### src/rtl/serial_word_tx_pkg.sv
// Shared types and default parameters for the serial word transmitter.
package serial_tx_pkg;

  typedef enum logic [1:0] {TX_IDLE, TX_SHIFT, TX_DONE} tx_state_t;

  localparam int unsigned TX_NBITS      = 4;
  localparam int unsigned TX_BIT_CYCLES = 1;

endpackage

### src/rtl/serial_word_tx_if.sv
// Handshake and serial-side signals between a word source and the transmitter.
interface serial_word_tx_if
  import serial_tx_pkg::*;
#(
  parameter int unsigned NBITS = TX_NBITS
);
  logic                         start;
  logic [NBITS-1:0]             data_in;
  logic                         ready;
  logic                         busy;
  logic                         serial_out;
  logic                         shift_en;
  logic                         done;
  logic [$clog2(NBITS+1)-1:0]   bit_cnt;

  modport master (
    output start, data_in,
    input  ready, busy, serial_out, shift_en, done, bit_cnt
  );

  modport slave (
    input  start, data_in,
    output ready, busy, serial_out, shift_en, done, bit_cnt
  );
endinterface

### src/rtl/serial_word_tx_bit_timer.sv
// Per-bit hold timer: counts clk_2 cycles while run=1 and ticks on the terminal count.
module bit_timer
  import serial_tx_pkg::*;
#(
  parameter int unsigned BIT_CYCLES = TX_BIT_CYCLES
) (
  input  logic clk_2,
  input  logic reset,
  input  logic run,
  output logic tick
);
  localparam int unsigned   TW   = (BIT_CYCLES > 1) ? $clog2(BIT_CYCLES) : 1;
  localparam logic [TW-1:0] TERM = TW'(BIT_CYCLES - 1);

  logic [TW-1:0] r_timer;
  logic          w_term;

  assign w_term = (r_timer == TERM);
  assign tick   = run && w_term;

  // With BIT_CYCLES=1 the terminal count is 0, so the timer never leaves 0.
  always_ff @(posedge clk_2) begin
    if (reset || !run) begin
      r_timer <= '0;
    end else if (w_term) begin
      r_timer <= '0;
    end else begin
      r_timer <= r_timer + 1'b1;
    end
  end
endmodule

### src/rtl/serial_word_tx.sv
// Parallel-in, serial-out word transmitter: LSB first, one shift_en strobe per bit.
module serial_word_tx
  import serial_tx_pkg::*;
#(
  parameter int unsigned NBITS      = TX_NBITS,
  parameter int unsigned BIT_CYCLES = TX_BIT_CYCLES
) (
  input  logic             clk_2,
  input  logic             reset,
  serial_word_tx_if.slave  tx
);
  localparam int unsigned CW = $clog2(NBITS + 1);

  tx_state_t        r_state;
  tx_state_t        w_next;
  logic [NBITS-1:0] r_shreg;
  logic [CW-1:0]    r_cnt;
  logic             w_run;
  logic             w_tick;
  logic             w_accept;
  logic             w_last;

  assign w_run    = (r_state == TX_SHIFT);
  assign w_accept = (r_state == TX_IDLE) && tx.start;
  assign w_last   = (r_cnt == CW'(NBITS - 1));

  bit_timer #(
    .BIT_CYCLES (BIT_CYCLES)
  ) u_timer (
    .clk_2 (clk_2),
    .reset (reset),
    .run   (w_run),
    .tick  (w_tick)
  );

  always_ff @(posedge clk_2) begin
    if (reset) begin
      r_state <= TX_IDLE;
    end else begin
      r_state <= w_next;
    end
  end

  always_comb begin
    w_next        = r_state;
    tx.ready      = 1'b0;
    tx.busy       = 1'b0;
    tx.serial_out = 1'b0;
    tx.shift_en   = 1'b0;
    tx.done       = 1'b0;
    tx.bit_cnt    = r_cnt;
    case (r_state)
      TX_IDLE: begin
        tx.ready = 1'b1;
        if (tx.start) begin
          w_next = TX_SHIFT;
        end
      end
      TX_SHIFT: begin
        tx.busy       = 1'b1;
        tx.serial_out = r_shreg[0];
        tx.shift_en   = w_tick;
        if (w_tick && w_last) begin
          w_next = TX_DONE;
        end
      end
      TX_DONE: begin
        tx.busy = 1'b1;
        tx.done = 1'b1;
        w_next  = TX_IDLE;
      end
      default: begin
        w_next = TX_IDLE;
      end
    endcase
  end

  // The count is left at NBITS through DONE/IDLE and only cleared on the next acceptance.
  always_ff @(posedge clk_2) begin
    if (reset) begin
      r_shreg <= '0;
      r_cnt   <= '0;
    end else if (w_accept) begin
      r_shreg <= tx.data_in;
      r_cnt   <= '0;
    end else if (w_run && w_tick) begin
      r_shreg <= r_shreg >> 1;
      r_cnt   <= r_cnt + 1'b1;
    end
  end
endmodule

### src/flat_wrapper.sv
// flat-port wrapper written by rule: the top's interface ports become plain ports
module serial_word_tx_flat import serial_tx_pkg::*;
#(
  parameter int unsigned NBITS      = TX_NBITS,
  parameter int unsigned BIT_CYCLES = TX_BIT_CYCLES
)
  (clk_2, reset, tx_start, tx_data_in, tx_ready, tx_busy, tx_serial_out, tx_shift_en, tx_done, tx_bit_cnt);
  serial_word_tx_if #(.NBITS(NBITS)) tx_i ();
  input  logic clk_2;
  input  logic reset;
  input wire logic [$bits(tx_i.start)-1:0] tx_start;
  input wire logic [$bits(tx_i.data_in)-1:0] tx_data_in;
  output wire logic [$bits(tx_i.ready)-1:0] tx_ready;
  output wire logic [$bits(tx_i.busy)-1:0] tx_busy;
  output wire logic [$bits(tx_i.serial_out)-1:0] tx_serial_out;
  output wire logic [$bits(tx_i.shift_en)-1:0] tx_shift_en;
  output wire logic [$bits(tx_i.done)-1:0] tx_done;
  output wire logic [$bits(tx_i.bit_cnt)-1:0] tx_bit_cnt;
  assign tx_i.start = tx_start;
  assign tx_i.data_in = tx_data_in;
  assign tx_ready = tx_i.ready;
  assign tx_busy = tx_i.busy;
  assign tx_serial_out = tx_i.serial_out;
  assign tx_shift_en = tx_i.shift_en;
  assign tx_done = tx_i.done;
  assign tx_bit_cnt = tx_i.bit_cnt;
  serial_word_tx #(.NBITS(NBITS), .BIT_CYCLES(BIT_CYCLES)) u_core (.clk_2(clk_2), .reset(reset), .tx(tx_i));
endmodule
### config.mk
export PLATFORM = sky130hd
export DESIGN_NAME = serial_word_tx_flat
export DESIGN_NICKNAME = d
export VERILOG_FILES = /design/src/rtl/serial_word_tx_pkg.sv /design/src/rtl/serial_word_tx_if.sv /design/src/rtl/serial_word_tx_bit_timer.sv /design/src/rtl/serial_word_tx.sv /design/src/flat_wrapper.sv
export SDC_FILE = /design/constraint.sdc
export NUM_CORES = 1
export LEC_CHECK = 0
export ABC_CLOCK_PERIOD_IN_PS = 1700
export CORE_MARGIN = 1.5
export CORE_UTILIZATION = 25
export CTS_CLUSTER_DIAMETER = 50
export DETAILED_ROUTE_END_ITERATION = 8
export PLACE_DENSITY = 0.5
export SLEW_MARGIN = 20
export SYNTH_ARGS = -nofsm -noshare
export SYNTH_HDL_FRONTEND = slang
export SYNTH_SLANG_ARGS = --single-unit
### constraint.sdc
create_clock -name clk_2 -period 1.7 [get_ports clk_2]
set_input_delay 0.34 -clock clk_2 [delete_from_list [all_inputs] [get_ports clk_2]]
set_output_delay 0.34 -clock clk_2 [all_outputs]
set_load 0.05 [all_outputs]
==> results of run 1 <==
## cell families after synthesis
logic type | synth area share
xor+xnor | 0.0168
fa+ha+maj | 0.144
mux | 0.0962
buf+inv | 0.0505
simple gates | 0.166
flops | 0.385
other cells | 0.00720
compound gates | 0.135
## timing repair
item                                    in CTS  in global routing
cloned                                       0                  0
gates resized for setup                      2                  1
endpoints found under the hold margin        0                  0
endpoints found under the setup margin       1                  1
buffers inserted                             1                  0
## cell usage in the layout, fill, tap and decap left out
cell / n
clkdlybuf4s50_1: 6
nand3b_1: 1
nor3_1: 2
dfxtp_1: 10
and2_1: 1
buf_12: 5
ha_1: 5
nor2b_1: 1
a211oi_1: 4
nor2_1: 4
a21oi_1: 3
ha_2: 1
buf_4: 4
mux2i_1: 5
xnor2_1: 1
a2111oi_2: 1
conb_1: 1
nand2b_1: 3
and2b_4: 1
clkbuf_4: 3
nand2_1: 2
a21bo_2: 1
and2_2: 1
inv_1: 3
clkbuf_8: 1
## power by group
part / internal, mW / leakage [nW] / switching [mW]
registers: 0.257 / 0.0822 / 0.0129
clock network: 0.130 / 0.0210 / 0.0809
logic: 0.134 / 0.201 / 0.152
## worst paths after layout
check	startpoint	to	slack, ns	cells after the start
worst max-delay path	u_core.r_state[1]$_SDFFE_PP0P_	tx_serial_out	0.08	4
worst min-delay path	u_core.r_shreg[3]$_SDFFE_PP0P_	u_core.r_shreg[3]$_SDFFE_PP0P_	0.50	2
worst max register to register	u_core.r_state[1]$_SDFFE_PP0P_	u_core.r_shreg[2]$_SDFFE_PP0P_	0.25	6
worst min register to register	u_core.r_shreg[3]$_SDFFE_PP0P_	u_core.r_shreg[3]$_SDFFE_PP0P_	0.50	2
## through the flow
stage	total power, mW	utilization
after floorplan	0.449	-
after global placement	0.558	0.368
after detailed placement	0.558	0.368
after CTS	0.778	0.392
after global routing	0.808	0.393
final	0.766	0.393
## worst min-delay path, cell delays in order, from the launching register on
cell and delay, ns:
dfxtp_1 0.31, nand3b_1 0.08, a21oi_1 0.06
## sequential cells by signal, indices dropped and copies added (netlist names)
signal	cells
u_core.u_timer.r_timer	1
u_core.tx.bit_cnt	3
u_core.r_shreg	4
u_core.r_state	2
## routing by layer
layer  global-route usage  vias up  share of wire
met5                    0        -              0
met4               0.0571        0          0.014
met3               0.0401        2          0.038
met2                0.155        8           0.49
met1                0.107      182           0.45
li1                     -      216              -
## cell type report
| type | count | area [um2] | area share |
|---|---|---|---|
| clock buffers | 4 | 36.3 | 0.0471 |
| repair buffers | 15 | 190 | 0.247 |
| inverters | 3 | 11.3 | 0.0146 |
| well taps | 27 | 33.8 | 0.0438 |
| multi-input cells | 38 | 299 | 0.388 |
| flip-flops and latches | 10 | 200 | 0.260 |
==> flow_metrics.tcl, run 1 <==
set metrics [dict create \
    drv_cap 0 \
    synth_edf_count 0 \
    grt_pass1_wl_mm 1.72 \
    min_path_type "flop to flop" \
    start_util 0.265 \
    ctsHoldBuffers 0 \
    ys_ff_latch 10 \
    synth_nets 66 \
    clkTransAtPathRegs_ns 0.07 \
    area_growth_pct 48.1 \
    postRouteAntennaNets 0 \
    layout-drive-gt1-share 0.257 \
    dpl_cell_area_um2 722 \
    criticalPathCategory "flop to primary output" \
    clk_latency_ns 0.26 \
    die_h_um 48.6 \
    port_buffers 14 \
    maxSlewViolCount 0 \
    endpoint_kind "primary output" \
    rsz0062_at_grt "no" \
    grtUsageTotal 0.0969 \
    synth_most_common_cell "dfxtp_1" \
    path_cells "inv_1 > ha_2 > and2_2 > buf_12" \
    crit_fanout 5 \
    clock_sink_count 10 \
    wl_um 945 \
    netlist_instances 53 \
    path_buf_inv 2 \
    p_per_area_nw_per_um2 994 \
    drtIter0Drc 3 \
    num_antenna_cells 0 \
    final_cells 97 \
    finClkSkew_ns 0.00546 \
    yosysWarnings 0 \
    hold_viol 0 \
    timing.final.ws_setup_ns 0.0821 \
    synth.distinct_cells 21 \
    crit_path_top_delay_cell "dfxtp_1" \
    grt_start_max_net_pins 11 \
    synth.largest_area_cell "dfxtp_1" \
    grt_pass1_vias 409 \
    hpwl_um 776 \
    start_kind "flop" \
    vias 408 \
    yosysSeqAreaShare 0.385 \
    grt-ovfl-total 0 \
    period_needed_ns 1.62 \
    rows 16 \
    status "finished, final reports clean" \
    synth_flop_cell "dfxtp_1" \
    slowest_delay_ns 0.36 \
    synthTopCellsByCount "dfxtp_1, ha_1, mux2i_1" \
    antenna_found_initial 0 \
    synth_top_area_frac 0.385 \
    dp_cells 92 \
    vdd_drop_max_mv 0.290 \
    wl_per_cell_um 9.74 \
    nFillCells 217 \
    cts.path.max_buffers 2 \
    fp.dieArea_um2 2360 \
    holdWs_ns 0.499 \
    synth-async-reset-ratio 0 \
    final_nets 84 \
    crit_arrival_ns 1.28 \
    cts-htree-levels 1 \
    finalInstanceArea_um2 771 \
    final.period_utilization 0.952 \
    synth_area_leaders "dfxtp_1, ha_1, mux2i_1" \
    place_ws_ns 0.0896 \
    finalSetupViolations 0 \
    setup_tns_ns 0 \
    syn_area_um2 520 \
    io_pins 15 \
    cpLargestDelayFamily "flip-flops" \
    viasPerCell 4.21 \
    leakage_nw 0.304 \
    fmax_mhz 618 \
    root_buffer "clkbuf_4" \
    postSynthAreaPerCell_um2 9.82 \
    required_ns 1.36 \
    fp.dieW_um 48.6 \
    cts-buffers-inserted 3 \
    place_congestion 0.635 \
    dr.pass1.iters 3 \
    fp.coreArea_um2 1960 \
    drc 0 \
    cts_tree "yes" \
]
No activity file was read; power rests on OpenSTA's default activity.
==> inputs of run 2 (changes only) <==
Settings changed: ABC_CLOCK_PERIOD_IN_PS 1700 to 2000.
Clock period 1.7 ns to 2 ns, I/O delays scaled along.
==> run 2 against run 1 <==
- register-to-register slack improved by 0.32 ns
- critical path depth fell by 3
- final cell count fell by 2.1%
- combinational power fell by 23%
- sequential share of layout area rose by 1.5 points
- via count rose by 1.5%
- global-route usage fell by 0.71 points
- hold slack improved by 0.0033 ns
- largest cell class unchanged
==> flow_metrics.tcl, run 2 (synthesized netlist as in run 1, its figures left out) <==
set metrics [dict create \
    crit_path_top_delay_cell "clkdlybuf4s50_1" \
    top_register "u_core.r_shreg" \
    viasPerCell 4.36 \
    cts.path.max_buffers 2 \
    hold_viol 0 \
    status "finished, final reports clean" \
    dp_cells 92 \
    post_cts_buffers 0 \
    r2r_cells 5 \
    final.period_utilization 0.919 \
    endpoint_kind "primary output" \
    clk_latency_ns 0.26 \
    wl_um 899 \
    start_util 0.265 \
    layout_commonest_cell "dfxtp_1" \
    crit_arrival_ns 1.44 \
    grt_pass1_vias 393 \
    holdWs_ns 0.502 \
    reg2reg_from "u_core.r_state[1]$_SDFFE_PP0P_" \
    drtIter0Drc 7 \
    rsz0062_at_grt "no" \
    grt_start_max_net_pins 11 \
    fp.dieArea_um2 2360 \
    grt_pass1_wl_mm 1.61 \
    crit-reg2reg-capture "u_core.r_shreg[0]$_SDFFE_PP0P_" \
    grtUsageTotal 0.0898 \
    finClkSkew_ns 0.00478 \
    area_growth_pct 39.9 \
    min_from "u_core.r_state[1]$_SDFFE_PP0P_" \
    hpwl_um 710 \
    criticalPathCategory "flop to primary output" \
    start_kind "flop" \
    largest_reg_flops 4 \
    cts-htree-levels 1 \
    clock_sink_count 10 \
    place_congestion 0.638 \
    antenna_found_initial 0 \
    cts_tree "yes" \
    final_nets 83 \
    fp.dieW_um 48.6 \
    maxSlewViolCount 0 \
    cp.depth 1 \
    p_int_uw 382 \
    r2r_slack_ns 0.57 \
    p_per_area_nw_per_um2 792 \
    ctsHoldBuffers 0 \
    clkPwrFrac 0.222 \
    path_cells "clkdlybuf4s50_1" \
    holdPathEnd "u_core.r_state[1]$_SDFFE_PP0P_" \
    num_antenna_cells 0 \
    dpl_cell_area_um2 704 \
    die_h_um 48.6 \
    fp.coreArea_um2 1960 \
    vdd_drop_max_mv 0.211 \
    crit_fanout 3 \
    power_frac_comb 0.381 \
    vias 414 \
    cts-buffers-inserted 3 \
    clkTransAtPathRegs_ns 0.06 \
    postRouteAntennaNets 0 \
    leakage_nw 0.280 \
    fmax_mhz 544 \
    path_buf_inv 1 \
    period_needed_ns 1.84 \
    min_path_type "flop to flop" \
    port_buffers 14 \
    finalInstanceArea_um2 728 \
    dr.pass1.iters 2 \
    layout-drive-gt1-share 0.176 \
    wl_per_cell_um 9.46 \
    drv_cap 0 \
    final_cells 95 \
    io_pins 15 \
    rows 16 \
    p_sw_uw 195 \
    cpLargestDelayFamily "buffers and inverters" \
    power_frac_seq 0.397 \
    setup_tns_ns 0 \
    holdPathStages 2 \
    root_buffer "clkbuf_4" \
    grt-ovfl-total 0 \
    slowest_delay_ns 0.82 \
    mostFrequentLayoutCells "dfxtp_1, clkdlybuf4s50_1, ha_1, mux2i_1" \
    drc 0 \
    swShare 0.338 \
    nFillCells 217 \
    required_ns 1.60 \
    finalSetupViolations 0 \
]
run 2: area by class of cell:
type                    count  area (um2)  share of cell area
inverters                   3        11.3              0.0155
clock buffers               3        22.5              0.0309
well taps                  27        33.8              0.0464
flip-flops and latches     10         200               0.275
multi-input cells          38         295               0.405
repair buffers             14         165               0.227
run 2: routing by layer:
layer,part of all wire,vias to the layer above,global-route usage
met5,0,-,0
met4,0.014,0,0.0571
met3,0.042,2,0.0401
met2,0.47,10,0.139
met1,0.47,191,0.0996
li1,-,211,-
run 2: worst max-delay path by stage:
stage | endpoint | start | slack [ns]
global route | tx_shift_en | u_core.r_state[1]$_SDFFE_PP0P_ | 0.09
global placement | tx_shift_en | u_core.r_state[1]$_SDFFE_PP0P_ | 0.37
CTS | tx_shift_en | u_core.r_state[1]$_SDFFE_PP0P_ | 0.07
floorplan | u_core.r_state[0]$_SDFFE_PP0P_ | u_core.tx.bit_cnt[0]$_SDFFE_PP0P_ | 0.44
detailed placement | tx_shift_en | u_core.r_state[1]$_SDFFE_PP0P_ | 0.35
finish | tx_bit_cnt[0] | u_core.tx.bit_cnt[0]$_SDFFE_PP0P_ | 0.16
run 2: metrics by stage:
stage                      util  setup WS, ns  power (mW)
after floorplan               -         0.435       0.382
after global placement    0.359         0.372       0.455
after detailed placement  0.359         0.348       0.454
after CTS                 0.371        0.0690       0.585
after global routing      0.371        0.0862       0.613
final                     0.371         0.163       0.577
run 2: repair_timing:
action / CTS / global route
setup endpoints to repair: 0 / 1
resized for setup: 0 / 1
endpoints found under the hold margin: 0 / 0
run 2: power by group through the flow:
stage	registers, mW	clock network [mW]	logic, mW
after floorplan	0.240	0	0.142
after detailed placement	0.234	0	0.221
after global placement	0.233	0	0.222
after CTS	0.229	0.134	0.222
after global routing	0.231	0.144	0.238
final	0.229	0.128	0.220
==> inputs of run 3 (changes only) <==
Settings changed: CORE_MARGIN 1.5 to 2, SKIP_CTS_REPAIR_TIMING from default to 1.
==> run 3 against run 2 <==
- fmax is essentially flat
- hold slack worse by 0.0064 ns
- combinational power hardly changed
==> flow_metrics.tcl, run 3 (synthesized netlist as in run 1, its figures left out) <==
set metrics [dict create \
    wl_per_cell_um 9.16 \
    root_buffer "clkbuf_4" \
    io_pins 15 \
    power_frac_seq 0.398 \
    swShare 0.336 \
    cts.path.max_buffers 2 \
    rsz0062_at_grt "no" \
    criticalPathCategory "flop to primary output" \
    final_nets 83 \
    path_buf_inv 1 \
    holdPathStages 2 \
    top_register "u_core.r_shreg" \
    largest_reg_flops 4 \
    hpwl_um 703 \
    final_cells 95 \
    grtUsageTotal 0.0903 \
    cts-htree-levels 1 \
    cp.depth 1 \
    layout-drive-gt1-share 0.176 \
    utilization 0.371 \
    start_kind "flop" \
    grt_pass1_wl_mm 1.67 \
    fp.coreArea_um2 1960 \
    layout_commonest_cell "dfxtp_1" \
    grt-ovfl-total 0 \
    wl_um 870 \
    crit_arrival_ns 1.44 \
    start_util 0.265 \
    hold_viol 0 \
    grt_start_max_net_pins 11 \
    p_int_uw 382 \
    dr.pass1.iters 3 \
    grt_pass1_vias 404 \
    clkTransAtPathRegs_ns 0.06 \
    p_total_uw 575 \
    dp_cells 92 \
    status "finished, final reports clean" \
    cpLargestDelayFamily "buffers and inverters" \
    p_sw_uw 193 \
    crit_fanout 3 \
    required_ns 1.60 \
    fp.dieArea_um2 2460 \
    power_frac_comb 0.381 \
    rows 16 \
    antenna_found_initial 0 \
    cts-buffers-inserted 3 \
    r2r_cells 5 \
    leakage_nw 0.280 \
    drv_cap 0 \
    clock_sink_count 10 \
    fp.dieW_um 49.6 \
    area_growth_pct 39.9 \
    cts_tree "yes" \
    maxSlewViolCount 0 \
    finalSetupViolations 0 \
    final.period_utilization 0.918 \
    period_needed_ns 1.84 \
    holdWs_ns 0.496 \
    drtIter0Drc 2 \
    finClkSkew_ns 0.00858 \
    die_h_um 49.6 \
    p_per_area_nw_per_um2 789 \
    port_buffers 14 \
    setup_tns_ns 0 \
    place_congestion 0.616 \
    endpoint_kind "primary output" \
    min_path_type "flop to flop" \
    postRouteAntennaNets 0 \
    fmax_mhz 544 \
    mostFrequentLayoutCells "dfxtp_1, clkdlybuf4s50_1, ha_1, mux2i_1" \
    vdd_drop_max_mv 0.205 \
    path_cells "clkdlybuf4s50_1" \
    viasPerCell 4.11 \
    crit_path_top_delay_cell "clkdlybuf4s50_1" \
    slowest_delay_ns 0.81 \
    clk_latency_ns 0.25 \
    num_antenna_cells 0 \
    clkPwrFrac 0.221 \
    drc 0 \
    vias 390 \
]
[run 3: power groups by stage]
stage          clock network [mW]  logic [mW]  registers [mW]
5_1_grt                     0.144       0.239           0.232
2_1_floorplan                   0       0.142           0.240
3_5_place_dp                    0       0.219           0.234
3_3_place_gp                    0       0.222           0.233
6_report                    0.127       0.219           0.229
4_1_cts                     0.132       0.221           0.229
[run 3: stage by stage]
step           area, um2  setup slack, ns
5_1_grt              728           0.0738
2_1_floorplan        520            0.435
3_5_place_dp         704            0.332
3_3_place_gp         704            0.372
6_report             728            0.163
4_1_cts              727           0.0570
[run 3: metal layers]
metal | vias up | track usage | routed length (um)
li1 | 211 | - | -
met1 | 167 | 0.108 | 404
met2 | 10 | 0.136 | 401
met3 | 2 | 0.0424 | 49
met4 | 0 | 0.0417 | 14
met5 | - | 0 | 0
[run 3: layout make-up]
cell class,count,area (um2)
Timing Repair Buffer,14,165
Fill cell,215,1230
Inverter,3,11.3
Multi-Input combinational cell,38,295
Tap cell,27,33.8
Clock buffer,3,22.5
Sequential cell,10,200
[run 3: worst paths after layout]
kind                                          start                              to  slack [ns]
setup reg to reg     u_core.r_state[1]$_SDFFE_PP0P_  u_core.r_shreg[1]$_SDFFE_PP0P_        0.56
hold / removal       u_core.r_shreg[3]$_SDFFE_PP0P_  u_core.r_shreg[3]$_SDFFE_PP0P_        0.50
hold reg to reg      u_core.r_shreg[3]$_SDFFE_PP0P_  u_core.r_shreg[3]$_SDFFE_PP0P_        0.50
setup / recovery  u_core.tx.bit_cnt[0]$_SDFFE_PP0P_                   tx_bit_cnt[0]        0.16
